`src/rtl/memory_issue_queue.sv`:
```
// Memory issue queue: buffers load/store requests in a FIFO and issues
// them to memory as one or two line-aligned beats with byte enables.
// Ports: clock, reset (async active-low); req_valid/req_ready with
// load, store, address, store_data, log2_bytes; memory_valid/
// memory_ready with memory_read, memory_write, memory_byte_en,
// memory_address, memory_data, memory_last; issue_error,
// error_address, queue_count.
module memory_issue_queue #(
   parameter int DATA_WIDTH       = 32,
   parameter int ADDRESS_BITS     = 20,
   parameter int QUEUE_DEPTH      = 4,
   parameter bit SPLIT_MISALIGNED = 1'b1,
   localparam int NUM_BYTES       = DATA_WIDTH / 8,
   localparam int LOG2_NUM_BYTES  = $clog2(NUM_BYTES),
   localparam int CW              = $clog2(QUEUE_DEPTH) + 1
) (
   input  logic                      clock,
   input  logic                      reset,
   input  logic                      req_valid,
   output logic                      req_ready,
   input  logic                      load,
   input  logic                      store,
   input  logic [ADDRESS_BITS-1:0]   address,
   input  logic [DATA_WIDTH-1:0]     store_data,
   input  logic [LOG2_NUM_BYTES:0]   log2_bytes,
   output logic                      memory_valid,
   input  logic                      memory_ready,
   output logic                      memory_read,
   output logic                      memory_write,
   output logic [NUM_BYTES-1:0]      memory_byte_en,
   output logic [ADDRESS_BITS-1:0]   memory_address,
   output logic [DATA_WIDTH-1:0]     memory_data,
   output logic                      memory_last,
   output logic                      issue_error,
   output logic [ADDRESS_BITS-1:0]   error_address,
   output logic [CW-1:0]             queue_count
);

   localparam int PW = $clog2(QUEUE_DEPTH);
   localparam int LB = LOG2_NUM_BYTES;
   localparam int NB = NUM_BYTES;
   localparam int DW = DATA_WIDTH;
   localparam int AB = ADDRESS_BITS;

   typedef struct packed {
      logic          load;
      logic          store;
      logic [AB-1:0] address;
      logic [DW-1:0] store_data;
      logic [LB:0]   log2_bytes;
   } entry_t;

   typedef enum logic [1:0] {IDLE, BEAT0, BEAT1} state_t;

   entry_t        slots [QUEUE_DEPTH];
   entry_t        head;
   logic [PW-1:0] wr_ptr;
   logic [PW-1:0] rd_ptr;
   logic [CW-1:0] count;
   state_t        state;
   state_t        state_next;
   logic          enq;
   logic          deq;

   logic [LB-1:0]   off;
   logic [LB+1:0]   size;
   logic [LB+1:0]   span;
   logic            crossing;
   logic            illegal;
   logic [2*NB-1:0] mask;
   logic [2*NB-1:0] be_wide;
   logic [2*DW-1:0] data_wide;
   logic [AB-1:0]   aligned;

   // Gating with the reset input keeps req_ready low throughout reset
   assign req_ready   = reset && (count < CW'(QUEUE_DEPTH));
   assign enq         = req_valid && req_ready;
   assign queue_count = count;
   assign head        = slots[rd_ptr];

   always_ff @(posedge clock) begin
      if (enq)
         slots[wr_ptr] <= {load, store, address,
                           store_data, log2_bytes};
   end

   always_ff @(posedge clock or negedge reset) begin
      if (!reset) begin
         wr_ptr <= '0;
         rd_ptr <= '0;
         count  <= '0;
         state  <= IDLE;
      end else begin
         if (enq) wr_ptr <= wr_ptr + PW'(1);
         if (deq) rd_ptr <= rd_ptr + PW'(1);
         if (enq && !deq)
            count <= count + CW'(1);
         else if (!enq && deq)
            count <= count - CW'(1);
         state <= state_next;
      end
   end

   // Beat shaping: the access is shifted into a double-width window;
   // the low half is beat 0 and the high half is beat 1.
   assign off      = head.address[LB-1:0];
   assign size     = (LB+2)'(1) << head.log2_bytes;
   assign span     = {2'b00, off} + size;
   assign crossing = span > (LB+2)'(NB);
   assign illegal  = (head.log2_bytes > (LB+1)'(LB))
                  || (head.load == head.store)
                  || (crossing && !SPLIT_MISALIGNED);
   assign mask     = ((2*NB)'(1) << size) - (2*NB)'(1);
   assign be_wide  = mask << off;
   assign data_wide = {{DW{1'b0}}, head.store_data} << {off, 3'b000};
   assign aligned  = {head.address[AB-1:LB], {LB{1'b0}}};

   always_comb begin
      state_next     = state;
      deq            = 1'b0;
      issue_error    = 1'b0;
      error_address  = '0;
      memory_valid   = 1'b0;
      memory_read    = 1'b0;
      memory_write   = 1'b0;
      memory_byte_en = '0;
      memory_address = '0;
      memory_data    = '0;
      memory_last    = 1'b0;
      unique case (state)
         IDLE: begin
            if (count != '0) begin
               if (illegal) begin
                  deq           = 1'b1;
                  issue_error   = 1'b1;
                  error_address = head.address;
               end else begin
                  state_next = BEAT0;
               end
            end
         end
         BEAT0: begin
            memory_valid   = 1'b1;
            memory_read    = head.load;
            memory_write   = head.store;
            memory_byte_en = be_wide[NB-1:0];
            memory_address = aligned;
            memory_last    = !crossing;
            if (head.store)
               memory_data = data_wide[DW-1:0];
            if (memory_ready) begin
               if (crossing) begin
                  state_next = BEAT1;
               end else begin
                  deq        = 1'b1;
                  state_next = IDLE;
               end
            end
         end
         BEAT1: begin
            memory_valid   = 1'b1;
            memory_read    = head.load;
            memory_write   = head.store;
            memory_byte_en = be_wide[2*NB-1:NB];
            memory_address = aligned + AB'(NB);
            memory_last    = 1'b1;
            if (head.store)
               memory_data = data_wide[2*DW-1:DW];
            if (memory_ready) begin
               deq        = 1'b1;
               state_next = IDLE;
            end
         end
         default: state_next = IDLE;
      endcase
   end

endmodule

```
`config.mk`:
```
export PLATFORM = sky130hd
export DESIGN_NAME = memory_issue_queue
export DESIGN_NICKNAME = d
export VERILOG_FILES = /design/src/rtl/memory_issue_queue.sv
export SDC_FILE = /design/constraint.sdc
export NUM_CORES = 1
export LEC_CHECK = 0
export BUFFER_PORTS_ARGS = -buffer_cell sky130_fd_sc_hd__buf_2
export CORE_MARGIN = 8
export CORE_UTILIZATION = 55
export CTS_CLUSTER_SIZE = 30
export DETAILED_ROUTE_END_ITERATION = 16
export GPL_TIMING_DRIVEN = 0
export PLACE_DENSITY = 0.8
export SYNTH_ARGS = -nofsm -noshare
export SYNTH_HDL_FRONTEND = slang
export SYNTH_SLANG_ARGS = --single-unit
```
`constraint.sdc`:
```
create_clock -name clock -period 4.7 [get_ports clock]
set_input_delay 1.175 -clock clock [delete_from_list [all_inputs] [get_ports clock]]
set_output_delay 1.175 -clock clock [all_outputs]
set_load 0.005 [all_outputs]
```
Yosys cells after proc, flatten, opt, wreduce, memory -nomap -nowiden
Memories as Yosys holds them, arrays and structs flattened. Cells that the tools add are included.

Word-level logic and storage cells: 68. RAM bits: 228. Bits in registers: 9. Memories kept: 1. Output and inout port bits: 85.

Shift-type cells: 4. Mux-type cells: 29. Equality and inequality tests: 7. Order comparisons: 3. Reductions and logical operators: 13. $add $sub $neg: 7.

Memories: slots (words 4, bits a word 57, read ports 1, clocked after Yosys merged registers in 0, write ports 1, line 55) `entry_t slots [QUEUE_DEPTH];`.

Operators with widths (count): two-way mux 32 bit (2); one-hot mux 32 bit (2 select lines) (1); << shifter 32 x 5 -> 64 bit (1); two-way mux 20 bit (3); one-hot mux 20 bit (2 select lines) (1); adder 20 x 3 -> 20 bit (second input constant) (1); two-way mux 1 bit (11); two-way mux 2 bit (5); inequality test 2 bit (second input constant) (4); one-hot mux 4 bit (2 select lines) (1); << shifter 1 x 4 -> 8 bit (first input constant) (1); << shifter 8 x 2 -> 8 bit (1); subtractor 8 x 2 -> 8 bit (second input constant) (1); two-way mux 3 bit (2); one-hot mux 2 bit (3 select lines) (1); adder 2 x 1 -> 2 bit (second input constant) (2); adder 2 x 4 -> 4 bit (1); > comparator 4 x 3 -> 1 bit (second input constant) (1); logical AND 1 bit (4); AND reduction 4 bit (1); << shifter 1 x 3 -> 4 bit (first input constant) (1); adder 3 x 1 -> 3 bit (second input constant) (1); > comparator 3 x 2 -> 1 bit (second input constant) (1); logical NOT 1 bit (3); 12 further kinds (12).

Longest topological paths before layout
An unclocked memory read counts as a cell.

Word-level depth: 10. Mapped depth: 20.

Worst setup path before layout
OpenSTA, ideal clock, no wires.

Kind: reg2reg. From: register rd_ptr[0]. To: register count[1], in the netlist queue_count[1]. Stages on the path, launching flop included: 19. Path buffers: 4. Library setup time: 125 ps. Data arrival time: 3926 ps. Setup slack: 649 ps. Path through: dfrtp_1 buf_6 buf_6 mux2_4 inv_1 buf_2 buf_2 ha_1 inv_1 fa_1 nand2b_1 a211o_1 nor3_2 o21ai_1 a21o_1 ha_1 inv_1 fa_1 mux2_2.

Longest elaborated chain between the ends: 10. Elaborated cells on any way between the ends: 17. Classes of those cells: 1 x add/sub; 2 x order compare; 1 x eq/ne; 1 x shift; 6 x mux; 5 x reduce/logical; 1 x memory.

Ends and longest elaborated chain: from (decl) (line 58) `logic [PW-1:0] rd_ptr;`; from (signal assigned) (line 95) `if (deq) rd_ptr <= rd_ptr + PW'(1);`; memory read (4 x 57 bit) (*); << shifter 1 x 3 -> 4 bit (line 107) `assign size = (LB+2)'(1) << head.log2_bytes;`; adder 2 x 4 -> 4 bit (line 108) `assign span = {2'b00, off} + size;`; > comparator 4 x 3 -> 1 bit (line 109) `assign crossing = span > (LB+2)'(NB);`; two-way mux 1 bit (line 152) `if (crossing) begin`; two-way mux 1 bit (line 151) `if (memory_ready) begin`; one-hot mux 1 bit (3 select lines) (*) (line 130) `unique case (state)`; logical NOT 1 bit (line 96) `if (enq && !deq)`; logical AND 1 bit (line 96); two-way mux 3 bit or nonzero test 2 bit (tied branches); to (signal assigned) (line 97) `count <= count + CW'(1);`; to (signal assigned) (line 99) `count <= count - CW'(1);`; to (decl) (line 59) `logic [CW-1:0] count;`.

Every way passes the cells marked *; elsewhere a longest branch is shown, timed or not. A chain may end at the register's enable or synchronous reset.

Worst setup path in the final report
From: register rd_ptr[0]. To: output memory_last.

Longest elaborated chain between the ends: 6.

Ends and longest elaborated chain: memory read (4 x 57 bit) (*); << shifter 1 x 3 -> 4 bit (line 107); adder 2 x 4 -> 4 bit (*) (line 108); > comparator 4 x 3 -> 1 bit (*) (line 109); logical NOT 1 bit (*) (line 148) `memory_last = !crossing;`; one-hot mux 1 bit (2 select lines) (*) (line 130); to (decl) (line 33) `output logic memory_last,`.

Marks and branches as above.

==> impl_metrics.csv <==
group,metric,value,unit
power_and_ir_drop,p_switching,3163,uW
drt,topRoutingLayerUsed,"met4",
clock_tree,cts_tree,"built",
placed_design,placed_cell_area,0.01194,mm^2
synth,synth_warnings,0,
floorplanning,num_io_pins,146,
sta,rsz0062_at_grt,"yes",
floorplanning,rows,51,
sta,min_period,4629,ps
synth,syn_area,0.01087,mm^2
power_and_ir_drop,switching_share,37.38,%
cells_and_area,areaGrowthSynthToFinish,18.74,%
drt,ant_nets,0,
synth,synth_compound_area_share,5.803,%
cells_and_area,drive_above_1_share,34.26,%
drt,wire_per_inst,22.65,um
synth,synth_edf_count,228,
placed_design,placedCellCount,1101,
synth,avgSynthCellArea,15.70,um^2
global_routing,grt_pass1_wl,39.30,mm
drt,dr.pass1.iters,7,
synth,synth_top_family_by_area,"multiplexers",
hold_path,hp-class,"input pin to asynchronous set/reset pin",
sta,slew_headroom,38.96,%
synth,synth_cell_type_count,57,
power_and_ir_drop,pwr-share-clk,21.4,%
clock_tree,clk_latency,520,ps
sta,timing.fmax,216.0,MHz
power_and_ir_drop,p_leak,0.004678,uW
clock_tree,hold_buffers,0,
worst_setup_path,path_buf_inv,3,
synth,synth_ff_type,"edfxtp_1",
synth,synth_area_leaders,"edfxtp_1 63%, mux4_2 11%, nand2_1 2.2%",
power_and_ir_drop,finalPower,8460,uW
cells_and_area,nNetsFinal,958,
clock_tree,cts.sinks,237,
sta,maxSlewViolCount,0,
worst_setup_path,worstSetupPathType,"flip-flop to output port",
global_routing,grt_pass1_vias,6830,
drt,wl_met1,10.34,mm
synth,async_reset_ff_share,3.797,%
drt,wl_met3,2.177,mm
sta,hold_viol,0,
clock_tree,cts_buffers,24,
worst_setup_path,cp-start-kind,"flip-flop",
worst_setup_path,critPathArrivalTime,3450,ps
synth,synth_top_area_cell,"edfxtp_1",
floorplanning,start_util,56.02,%
sta,finalSetupViolCount,0,
floorplanning,die_x,156.6,um
sta,skew,7.292,ps
cells_and_area,finish.utilization,66.52,%
floorplanning,die-area,0.02451,mm^2
worst_setup_path,crit_slowest_cell,"mux4_2",
worst_setup_path,critPathMaxFanout,6,
placed_design,dpl.hpwl,17.84,mm
power_and_ir_drop,power_density,655.7,mW/mm^2
cells_and_area,finalInstanceArea,0.01290,mm^2
clock_tree,cts.path.max_buffers,3,
worst_setup_path,crit_chain,"buf_6, mux4_2, nor3_4, ha_2, inv_2, fa_1, nand2b_1, a211o_1, nor3_2, o21a_1, buf_2",
drt,first_iter_violations,626,
worst_setup_path,cp_slowest_stage_delay,610,ps
drt,wl,26.32,mm
sta,worst_pin_slew,915.6,ps
synth,synth_xor_area_share,1.934,%
clock_tree,htreeDepth,1,
drt,vias,6958,
floorplanning,die_y,156.6,um
clock_tree,root_buffer,"clkbuf_16",
synth,synth_top_area_share,63.01,%
sta,hold-worst-slack,502.8,ps
power_and_ir_drop,comb_power_share,48.1,%
clock_tree,clkTransAtPathRegs,60,ps
power_and_ir_drop,power.internal,5298,uW
global_routing,grt_use_total,21.17,%
worst_setup_path,cp.required,3520,ps
synth,synth_sequential_area_ratio,65.08,%
drt,remaining_drc_errors,0,
global_routing,globalRoute.totalOverflow,0,
global_routing,antenna_found_initial,1,
worst_setup_path,critical-path-top-delay-family,"adder cells",
floorplanning,core-area,0.01940,mm^2
power_and_ir_drop,sequentialPowerShare,30.5,%
synth,synth_simple_gate_area_share,8.497,%
cells_and_area,final_common_cell,"edfxtp_1",
synth,yosys.area_share.adder,1.865,%
cells_and_area,mostFrequentLayoutCells,"228 x edfxtp_1, 148 x buf_2, 63 x nand2_1",
sta,post-route-period-util,98.50,%
global_routing,grt_max_degree,58,
worst_setup_path,end_kind,"output port",
job,maxCapViolations,0,
drt,vias_per_cell,5.988,
cells_and_area,stdcell_count,1162,
placed_design,place.gp.congestion,0.9338,
synth,synthCells,692,
run_status,status,"finished, final reports clean",
synth,synth.ff_latch_count,237,
synth,synth.area.mux_share,14.04,%
placed_design,port_buffers,143,
power_and_ir_drop,irDropWorstVdd,372.0,uV
drt,dr_wl_met2,13.01,mm
## registers in the layout, summed over array words and instances (netlist names)
signal,flops
rd_ptr,2
wr_ptr,2
slots,228
state,2
queue_count,3
## logic make-up after synthesis
logic type,after synthesis
flip-flops,237
AND/OR/NAND/NOR,184
AO/OA/AOI/OAI,93
multiplexers,80
buffers and inverters,58
XOR/XNOR,24
adder cells (fa/ha/maj),15
other,1
## stage by stage
step,worst slack [ps],setup TNS [ps]
final,70.52,0
after global routing,-99.95,-99.95
after CTS,-17.80,-17.80
after detailed placement,127.6,0
after global placement,88.53,0
after floorplan,649.2,0
## timing repair
item,CTS,global route
gates cloned,0,0
setup endpoints to repair,4,5
setup buffers,0,23
gates resized for setup,12,6
pin swaps,1,5
## path summary, 6_finish.rpt
path	from	slack [ps]	cells after the start	to
hold / removal	reset	500	1	queue_count[0]
max in group asynchronous	reset	4010	1	state[0]
min in group clock	queue_count[2]	510	1	queue_count[2]
hold reg to reg	queue_count[2]	510	1	queue_count[2]
setup reg to reg	rd_ptr[0]	520	16	queue_count[1]
setup / recovery	rd_ptr[0]	70	11	memory_last
## power by group through the flow
stage / sequential, uW / combinational, uW / clock [uW]
after floorplan: 2610 / 2570 / 0
after global placement: 2620 / 3710 / 0
after detailed placement: 2620 / 3760 / 0
after CTS: 2580 / 3840 / 1830
after global routing: 2590 / 4360 / 1910
final: 2580 / 4070 / 1810
## layout make-up
type / instances / area [um^2]
Multi-Input combinational cell: 398 / 3552
Inverter: 17 / 67.56
Tap cell: 265 / 331.6
Buffer: 38 / 247.7
Sequential cell: 237 / 7072
Fill cell: 1362 / 6495
Timing Repair Buffer: 166 / 888.4
Clock buffer: 28 / 615.6
Clock inverter: 12 / 126.4
Antenna cell: 1 / 2.502
## worst register-to-register path, delay by kind of cell (launching register included)
family	cells	cell delay (ps)
AO/OA/AOI/OAI	3	600
multiplexers	2	890
flip-flops	1	340
AND/OR/NAND/NOR	3	520
buffers and inverters	4	410
adder cells (fa/ha/maj)	4	1320
## routing by layer
layer | vias up | global-route usage (%)
met3 | 68 | 3.420
met5 | - | 0
met2 | 381 | 35.55
met1 | 3433 | 28.18
li1 | 3076 | -
met4 | 0 | 5.904
## cell usage after synthesis, drive strengths merged, types with 2 or more instances
cell and count:
edfxtp 228, nand2 63, mux4 56, nor2 42, o21ai 26, a22oi 23
buf 23, nand3 23, and2 22, clkbuf 18, inv 17, ha 13
mux2 13, xnor2 13, mux2i 11, xor2 11, nor2b 10, a21oi 9
a221oi 9, dfrtp 9, o22a 8, and3 5, nand2b 5, nand4 4
a211oi 3, a31oi 3, nor3 3, a21o 2, fa 2, nor4 2
o22ai 2, or3 2
(Power assumes the default switching activity.)
